## src/rtl/ball_launcher.sv

```systemverilog
// ============================================================================
//  Module      : ball_launcher
//  Description : Hopper release sequencer for the marble board; lever edges
//                release the next ball, and interception, an empty hopper or
//                a lost ball halts the run.
//  Revision    : 1.0 - initial release
// ============================================================================
`default_nettype none

module ball_launcher #(
    parameter int BLUE_BALLS = 8,
    parameter int RED_BALLS  = 8,
    parameter int TIMEOUT    = 255
) (
    input  logic       i_clk,
    input  logic       i_rst,
    input  logic       i_start,
    input  logic       i_lever_left,
    input  logic       i_lever_right,
    input  logic       i_intercepted,
    output logic       o_release_blue,
    output logic       o_release_red,
    output logic [3:0] o_blue_left,
    output logic [3:0] o_red_left,
    output logic [4:0] o_released,
    output logic       o_busy,
    output logic       o_done,
    output logic [1:0] o_halt_reason,
    output logic       o_collision
);

    localparam logic [3:0] c_BLUE         = 4'(BLUE_BALLS);
    localparam logic [3:0] c_RED          = 4'(RED_BALLS);
    localparam logic [7:0] c_TIMEOUT      = 8'(TIMEOUT);
    localparam logic [4:0] c_MAX_RELEASED = 5'd30;

    localparam logic [1:0] c_REASON_NONE      = 2'd0;
    localparam logic [1:0] c_REASON_INTERCEPT = 2'd1;
    localparam logic [1:0] c_REASON_EMPTY     = 2'd2;
    localparam logic [1:0] c_REASON_TIMEOUT   = 2'd3;

    typedef enum logic [1:0] {
        S_IDLE   = 2'd0,
        S_FLIGHT = 2'd1,
        S_HALTED = 2'd2
    } state_t;

    state_t     r_state, w_state;
    logic [3:0] r_blue, w_blue;
    logic [3:0] r_red, w_red;
    logic [4:0] r_released, w_released;
    logic [7:0] r_timer, w_timer;
    logic [1:0] r_reason, w_reason;
    logic       r_collision, w_collision;
    logic       r_rel_blue, w_rel_blue;
    logic       r_rel_red, w_rel_red;
    logic       r_left_q, r_right_q;

    logic       w_left_rise, w_right_rise;
    logic [4:0] w_released_inc;

    assign w_left_rise    = i_lever_left & ~r_left_q;
    assign w_right_rise   = i_lever_right & ~r_right_q;
    assign w_released_inc = (r_released < c_MAX_RELEASED) ? r_released + 5'd1 : r_released;

    always_ff @(posedge i_clk) begin
        if (i_rst) begin
            r_state     <= S_IDLE;
            r_blue      <= c_BLUE;
            r_red       <= c_RED;
            r_released  <= 5'd0;
            r_timer     <= 8'd0;
            r_reason    <= c_REASON_NONE;
            r_collision <= 1'b0;
            r_rel_blue  <= 1'b0;
            r_rel_red   <= 1'b0;
            r_left_q    <= 1'b0;
            r_right_q   <= 1'b0;
        end else begin
            r_state     <= w_state;
            r_blue      <= w_blue;
            r_red       <= w_red;
            r_released  <= w_released;
            r_timer     <= w_timer;
            r_reason    <= w_reason;
            r_collision <= w_collision;
            r_rel_blue  <= w_rel_blue;
            r_rel_red   <= w_rel_red;
            r_left_q    <= i_lever_left;
            r_right_q   <= i_lever_right;
        end
    end

    always_comb begin
        w_state     = r_state;
        w_blue      = r_blue;
        w_red       = r_red;
        w_released  = r_released;
        w_timer     = r_timer;
        w_reason    = r_reason;
        w_collision = r_collision;
        w_rel_blue  = 1'b0;
        w_rel_red   = 1'b0;

        case (r_state)
            S_IDLE, S_HALTED: begin
                if (i_start) begin
                    w_blue      = c_BLUE - 4'd1;
                    w_red       = c_RED;
                    w_released  = 5'd1;
                    w_timer     = 8'd0;
                    w_reason    = c_REASON_NONE;
                    w_collision = 1'b0;
                    w_rel_blue  = 1'b1;
                    w_state     = S_FLIGHT;
                end
            end
            S_FLIGHT: begin
                // Saturating count keeps the timer from ever passing TIMEOUT.
                if (r_timer < c_TIMEOUT)
                    w_timer = r_timer + 8'd1;

                if (i_intercepted) begin
                    w_state  = S_HALTED;
                    w_reason = c_REASON_INTERCEPT;
                end else if (w_left_rise) begin
                    if (w_right_rise)
                        w_collision = 1'b1;
                    if (r_blue != 4'd0) begin
                        w_blue     = r_blue - 4'd1;
                        w_released = w_released_inc;
                        w_timer    = 8'd0;
                        w_rel_blue = 1'b1;
                    end else begin
                        w_state  = S_HALTED;
                        w_reason = c_REASON_EMPTY;
                    end
                end else if (w_right_rise) begin
                    if (r_red != 4'd0) begin
                        w_red      = r_red - 4'd1;
                        w_released = w_released_inc;
                        w_timer    = 8'd0;
                        w_rel_red  = 1'b1;
                    end else begin
                        w_state  = S_HALTED;
                        w_reason = c_REASON_EMPTY;
                    end
                end else if (r_timer == c_TIMEOUT) begin
                    w_state  = S_HALTED;
                    w_reason = c_REASON_TIMEOUT;
                end
            end
            default: w_state = S_IDLE;
        endcase
    end

    assign o_release_blue = r_rel_blue;
    assign o_release_red  = r_rel_red;
    assign o_blue_left    = r_blue;
    assign o_red_left     = r_red;
    assign o_released     = r_released;
    assign o_busy         = (r_state == S_FLIGHT);
    assign o_done         = (r_state == S_HALTED);
    assign o_halt_reason  = r_reason;
    assign o_collision    = r_collision;

endmodule

`default_nettype wire

```

## config.mk

```make
export PLATFORM = sky130hd
export DESIGN_NAME = ball_launcher
export DESIGN_NICKNAME = d
export VERILOG_FILES = /design/src/rtl/ball_launcher.sv
export SDC_FILE = /design/constraint.sdc
export NUM_CORES = 1
export LEC_CHECK = 0
export ABC_AREA = 1
export CORE_MARGIN = 2
export CORE_UTILIZATION = 45
export DETAILED_ROUTE_END_ITERATION = 7
export MAX_ROUTING_LAYER = met4
export PLACE_DENSITY = 0.78
export RECOVER_POWER = 25
export SYNTH_ARGS = -nofsm -noshare
export SYNTH_HDL_FRONTEND = slang
export SYNTH_SLANG_ARGS = --single-unit
```

## constraint.sdc

```tcl
create_clock -name i_clk -period 1.61 [get_ports i_clk]
set_input_delay 0.483 -clock i_clk [delete_from_list [all_inputs] [get_ports i_clk]]
set_output_delay 0.483 -clock i_clk [all_outputs]
set_load 0.01 [all_outputs]
```

After elaboration in Yosys (flattened, before gate mapping)
Index checks and enable logic that the tools add are counted.
{"block": "classes", "n_eq_ne": 16, "n_mux": 52, "bitwise_logic": 6, "n_addsub": 4, "n_reduce_logical": 13, "magnitude_cmp": 2}
{"op": "$mux 8", "count": 7}
{"op": "$mux 4", "count": 9}
{"op": "$mux 5", "count": 7}
{"op": "$mux 2", "count": 12}
{"op": "$pmux 4 s2", "count": 2}
{"op": "$pmux 8 s2", "count": 1}
{"op": "$reduce_and 5->1", "count": 3}
{"op": "$reduce_and 6->1", "count": 2}
{"op": "$pmux 5 s2", "count": 1}
{"op": "$mux 1", "count": 9}
{"op": "$add 8x1->8 const B", "count": 1}
{"op": "$eq 8x8->1 const B", "count": 1}
{"op": "$lt 8x8->1 const B", "count": 1}
{"op": "$ne 2x1->1 const B", "count": 4}
{"op": "$pmux 2 s2", "count": 2}
{"op": "$reduce_bool 4->1", "count": 2}
{"op": "$sub 4x1->4 const B", "count": 2}
{"op": "$ne 2x2->1 const B", "count": 3}
{"op": "$ne 3x1->1 const B", "count": 2}
{"op": "$add 5x1->5 const B", "count": 1}
{"op": "$lt 5x5->1 const B", "count": 1}
{"op": "$ne 5x2->1 const B", "count": 1}
{"op": "$ne 5x5->1 const B", "count": 1}
{"op": "$reduce_or 5->1", "count": 1}
{"op": "12 further kinds", "count": 17}
{"block": "word_totals", "input_bits": 6, "word_cells": 104, "register_bits": 30, "output_inout_bits": 20}

Longest topological paths before layout
{"block": "logic_depth", "ltp_word": 7, "depth_mapped": 11, "ltp_nobuf": 11}

Worst setup path before layout
No wires, ideal clock.
{"block": "synth_path", "path_type": "reg2reg", "start": "register r_red[0] (netlist: o_red_left[0])", "end": "register r_red[0] (netlist: o_red_left[0])", "path_stages_with_launch": 10, "path_slack_ns": 0.258, "setup_ns": 0.116, "synth_period_minus_slack_ns": 1.352, "required_time_ns": 1.494, "path_buffers": 0, "t_arrival_ns": 1.236, "path_cell_list": "dfxtp_1 -> inv_1 -> ha_1 -> nand3_1 -> a21oi_1 -> inv_1 -> nand2_1 -> inv_1 -> o21ai_0 -> nor2_1"}
{"block": "synth_between", "elab_chain_cells": 6, "elab_cells_between_ends": 9, "cone_classes": "add/sub (1); eq/ne (1); mux (5); reduce/logical (2)"}
{"element": "from (decl)", "line_no": "50", "source": "logic [3:0] r_red, w_red;"}
{"element": "from (signal assigned)", "line_no": "70", "source": "r_red <= c_RED;"}
{"element": "from (signal assigned)", "line_no": "82", "source": "r_red <= w_red;"}
{"element": "$sub 4x1->4", "line_no": "140", "source": "w_red = r_red - 4'd1;"}
{"element": "$mux 4", "line_no": "139", "source": "if (r_red != 4'd0) begin"}
{"element": "$mux 4", "line_no": "138", "source": "end else if (w_right_rise) begin"}
{"element": "$mux 4", "line_no": "126", "source": "end else if (w_left_rise) begin"}
{"element": "$mux 4", "line_no": "123", "source": "if (i_intercepted) begin"}
{"element": "$pmux 4 s2", "line_no": "105", "source": "case (r_state)"}
Several ways; a longest one is shown, not always the timed one. The select of a mux whose other input is x is not followed.
A chain may end at the register's enable or synchronous reset.

Final worst setup path
{"block": "layout_path", "start": "register r_state[0]", "end": "output port o_done"}
{"block": "layout_between", "elab_chain_cells": 1}
{"element": "from (decl)", "line_no": "48", "source": "state_t r_state, w_state;"}
{"element": "from (signal assigned)", "line_no": "80", "source": "r_state <= w_state;"}
{"element": "$eq 2x2->1", "line_no": "163", "source": "assign o_done = (r_state == S_HALTED);"}
{"element": "to (decl)", "line_no": "27", "source": "output logic o_done,"}
No other way between the ends.

==> flow_summary.toml <==
[finish]
area_delta_synth_final_pct = 36.8
layout-drive-gt1-share = 0.242
num-nets-final = 292
antennaDiodeCount = 0
fin_util = 0.643
fin_area_um2 = 2150

[timing]
finalHoldViolations = 0
max_slew_margin = 0.779
min_period_over_period = 0.957
fin_worst_skew_ns = 0.00711
period_minus_slack_ns = 1.54
setup_tns_ns = 0
drv_slew = 0
tightest_slew_ns = 0.328
finalSetupViolations = 0
max_freq_ghz = 0.649

[yosys]
synth_area_leaders = "dfxtp_1 38%, nand2_1 13%, inv_1 7.4%, nand3_1 7.0%, a21oi_1 6.7%"
ys_types = 25
yosysTopAreaCell = "dfxtp_1"
post-synth-top-count-cell = "nand2_1"
synthArstFlopShare = 0
synth_top_area_frac = 0.383
synth-seq-area-share = 0.383
netlist_area_um2 = 1570
synth_enable_flop_cells = 0
synth.top_cells.by_count = "53 x nand2_1, 31 x inv_1, 30 x dfxtp_1, 24 x nor2_1, 22 x nand3_1"
syn_nets = 243
ys.flop_type = "dfxtp_1"
ys_warn_count = 0
avgSynthCellArea_um2 = 6.76
synth-seq-cells = 30
synthCells = 232

[floorplanning]
initial_core_util = 0.470
die_area_um2 = 3980
dieWidth_um = 63.1
die_y_um = 63.1
core_um2 = 3340
pin_count = 26
rows = 21

[power]
p_total_mw = 1.79
peakVddDrop_mv = 0.699
p_leak_nw = 0.984
p_per_area_nw_per_um2 = 836

[route]
drtIter0Drc = 121
drc = 0
wire_per_inst_um = 11.0
via_count = 1616
viasPerCell = 4.94
firstDrtPassIters = 4
drtAntennaViolNets = 0
wl_um = 3610

[setup_path]
reg2reg_to = "o_red_left[0]"
required_ns = 1.13
reg2reg_slack_ns = 0.14
cp_top_family = "flip-flops"
start_kind = "register"
r2r_cells = 9
setup.worst_path.class = "register to primary output"
end_kind = "primary output"
cp_num_buf_inv = 1
worstPathCellList = "nor2_2 > clkdlybuf4s15_2"
worstPathArrival_ns = 1.06
crit_fanout = 3
cp_slowest_cell = "dfxtp_2"
reg2reg_from = "o_red_left[1]"
max_stage_delay_ns = 0.37

[hold_path]
min_from = "i_lever_right"
hold_end = "r_right_q"
hold_path.class = "input port to register"
min_path_cells = 3

[run_status]
outcome = "complete, no violations"

[clock_network]
cts_hold_buf = 0
clk_latency_ns = 0.33
cts_tree = "yes"
cts_sinks = 30
cts_root_buf = "clkbuf_4"
cts_buffers = 5
cts_buffer_depth = 2
clk_pin_slew_worst_paths_ns = 0.09
cts_max_level = 2

[global_routing]
global_route.usage.met1 = 0.273
use_met2 = 0.301
antenna_found_initial = 0
grt_pass1_wl_um = 6300
grt_max_degree = 18
use_met3 = 0.0536
grt_usage = 0.204
grt_pass1_vias = 1395
gr-max-usage-layer = "met2"
grt-ovfl-total = 0

[placement]
hpwl_um = 2640
gp_congestion = 0.843
place_area_um2 = 2030
portBuffers = 25

[flow_run]
cap_violations = 0
[cell families after synthesis]
group                    after synthesis  share of synthesized area
AND/OR/NAND/NOR                      117                      0.336
AO/OA/AOI/OAI                         40                      0.132
buffers and inverters                 36                     0.0869
flip-flops                            30                      0.383
adder cells (fa/ha/maj)                5                     0.0399
XOR/XNOR                               4                     0.0223
[tightest hold or removal path, delay by kind of cell]
kind,cells,cell delay [ns]
buffers and inverters,2,0.19
AND/OR/NAND/NOR,1,0.03
[stage by stage]
stage               instances  hold WS (ns)  setup slack (ns)
floorplan                 232         0.451             0.258
global placement          320         0.449            -0.302
detailed placement        320         0.459            -0.313
CTS                       327         0.468           0.00955
global route              327         0.401           -0.0194
finish                    327         0.408            0.0688
[cell usage in the layout, fill, tap and decap left out, drive strengths merged]
cell	synthesis	layout
nand2	57	57
inv	32	32
dfxtp	30	30
nor2	28	28
nand3	22	22
a21oi	21	21
dlygate4sd2	0	18
buf	0	18
o21ai	15	15
clkbuf	3	9
ha	5	5
nand4	4	4
nor3	4	4
xor2	3	3
clkdlybuf4s50	0	3
a31oi	2	2
clkinv	1	1
nor4	1	1
o21bai	1	1
xnor2	1	1
o21a	1	1
or2	1	1
bufinv	0	1
dlymetal6s2s	0	1
dlygate4sd3	0	1
clkdlybuf4s15	0	1
[layer usage]
metal,part of all wire,vias up
met5,0,-
met4,0.015,0
met3,0.057,6
met2,0.47,34
met1,0.45,722
li1,-,854
[cell type report]
cell class	instances	area, um2
Inverter	33	125
Timing Repair Buffer	45	384
Clock inverter	1	30.0
Fill cell	321	1190
Clock buffer	6	51.3
Sequential cell	30	608
Multi-Input combinational cell	166	890
Tap cell	46	57.6
[timing repair]
action / in CTS / in global routing
setup endpoints to repair: 20 / 22
resized for setup: 26 / 27
buffers inserted: 0 / 0
pin swaps: 0 / 4
hold endpoints to repair: 0 / 0
[power breakdown]
| part | total [mW] | switching, mW | internal [mW] | leakage (nW) |
|---|---|---|---|---|
| clock | 0.619 | 0.258 | 0.361 | 0.0443 |
| sequential | 0.806 | 0.0263 | 0.780 | 0.247 |
| combinational | 0.369 | 0.215 | 0.155 | 0.693 |
[worst max path at each step]
stage	startpoint	to	slack [ns]	depth (start not counted)
floorplan	o_red_left[0]	o_red_left[0]	0.26	9
global placement	i_start	o_red_left[3]	-0.30	8
detailed placement	i_start	o_red_left[3]	-0.31	8
CTS	r_state[1]	o_busy	0.01	4
global route	o_red_left[1]	o_released[1]	-0.02	8
finish	r_state[0]	o_done	0.07	2
[flip-flops by register name, summed over array words and instances (netlist names)]
signal and count:
o_halt_reason 2, r_state 2, o_collision 1, r_right_q 1
r_timer 8, o_blue_left 4, r_left_q 1, o_release_blue 1
o_red_left 4, o_released 5, o_release_red 1
No activity file was read; power rests on OpenSTA's default activity.
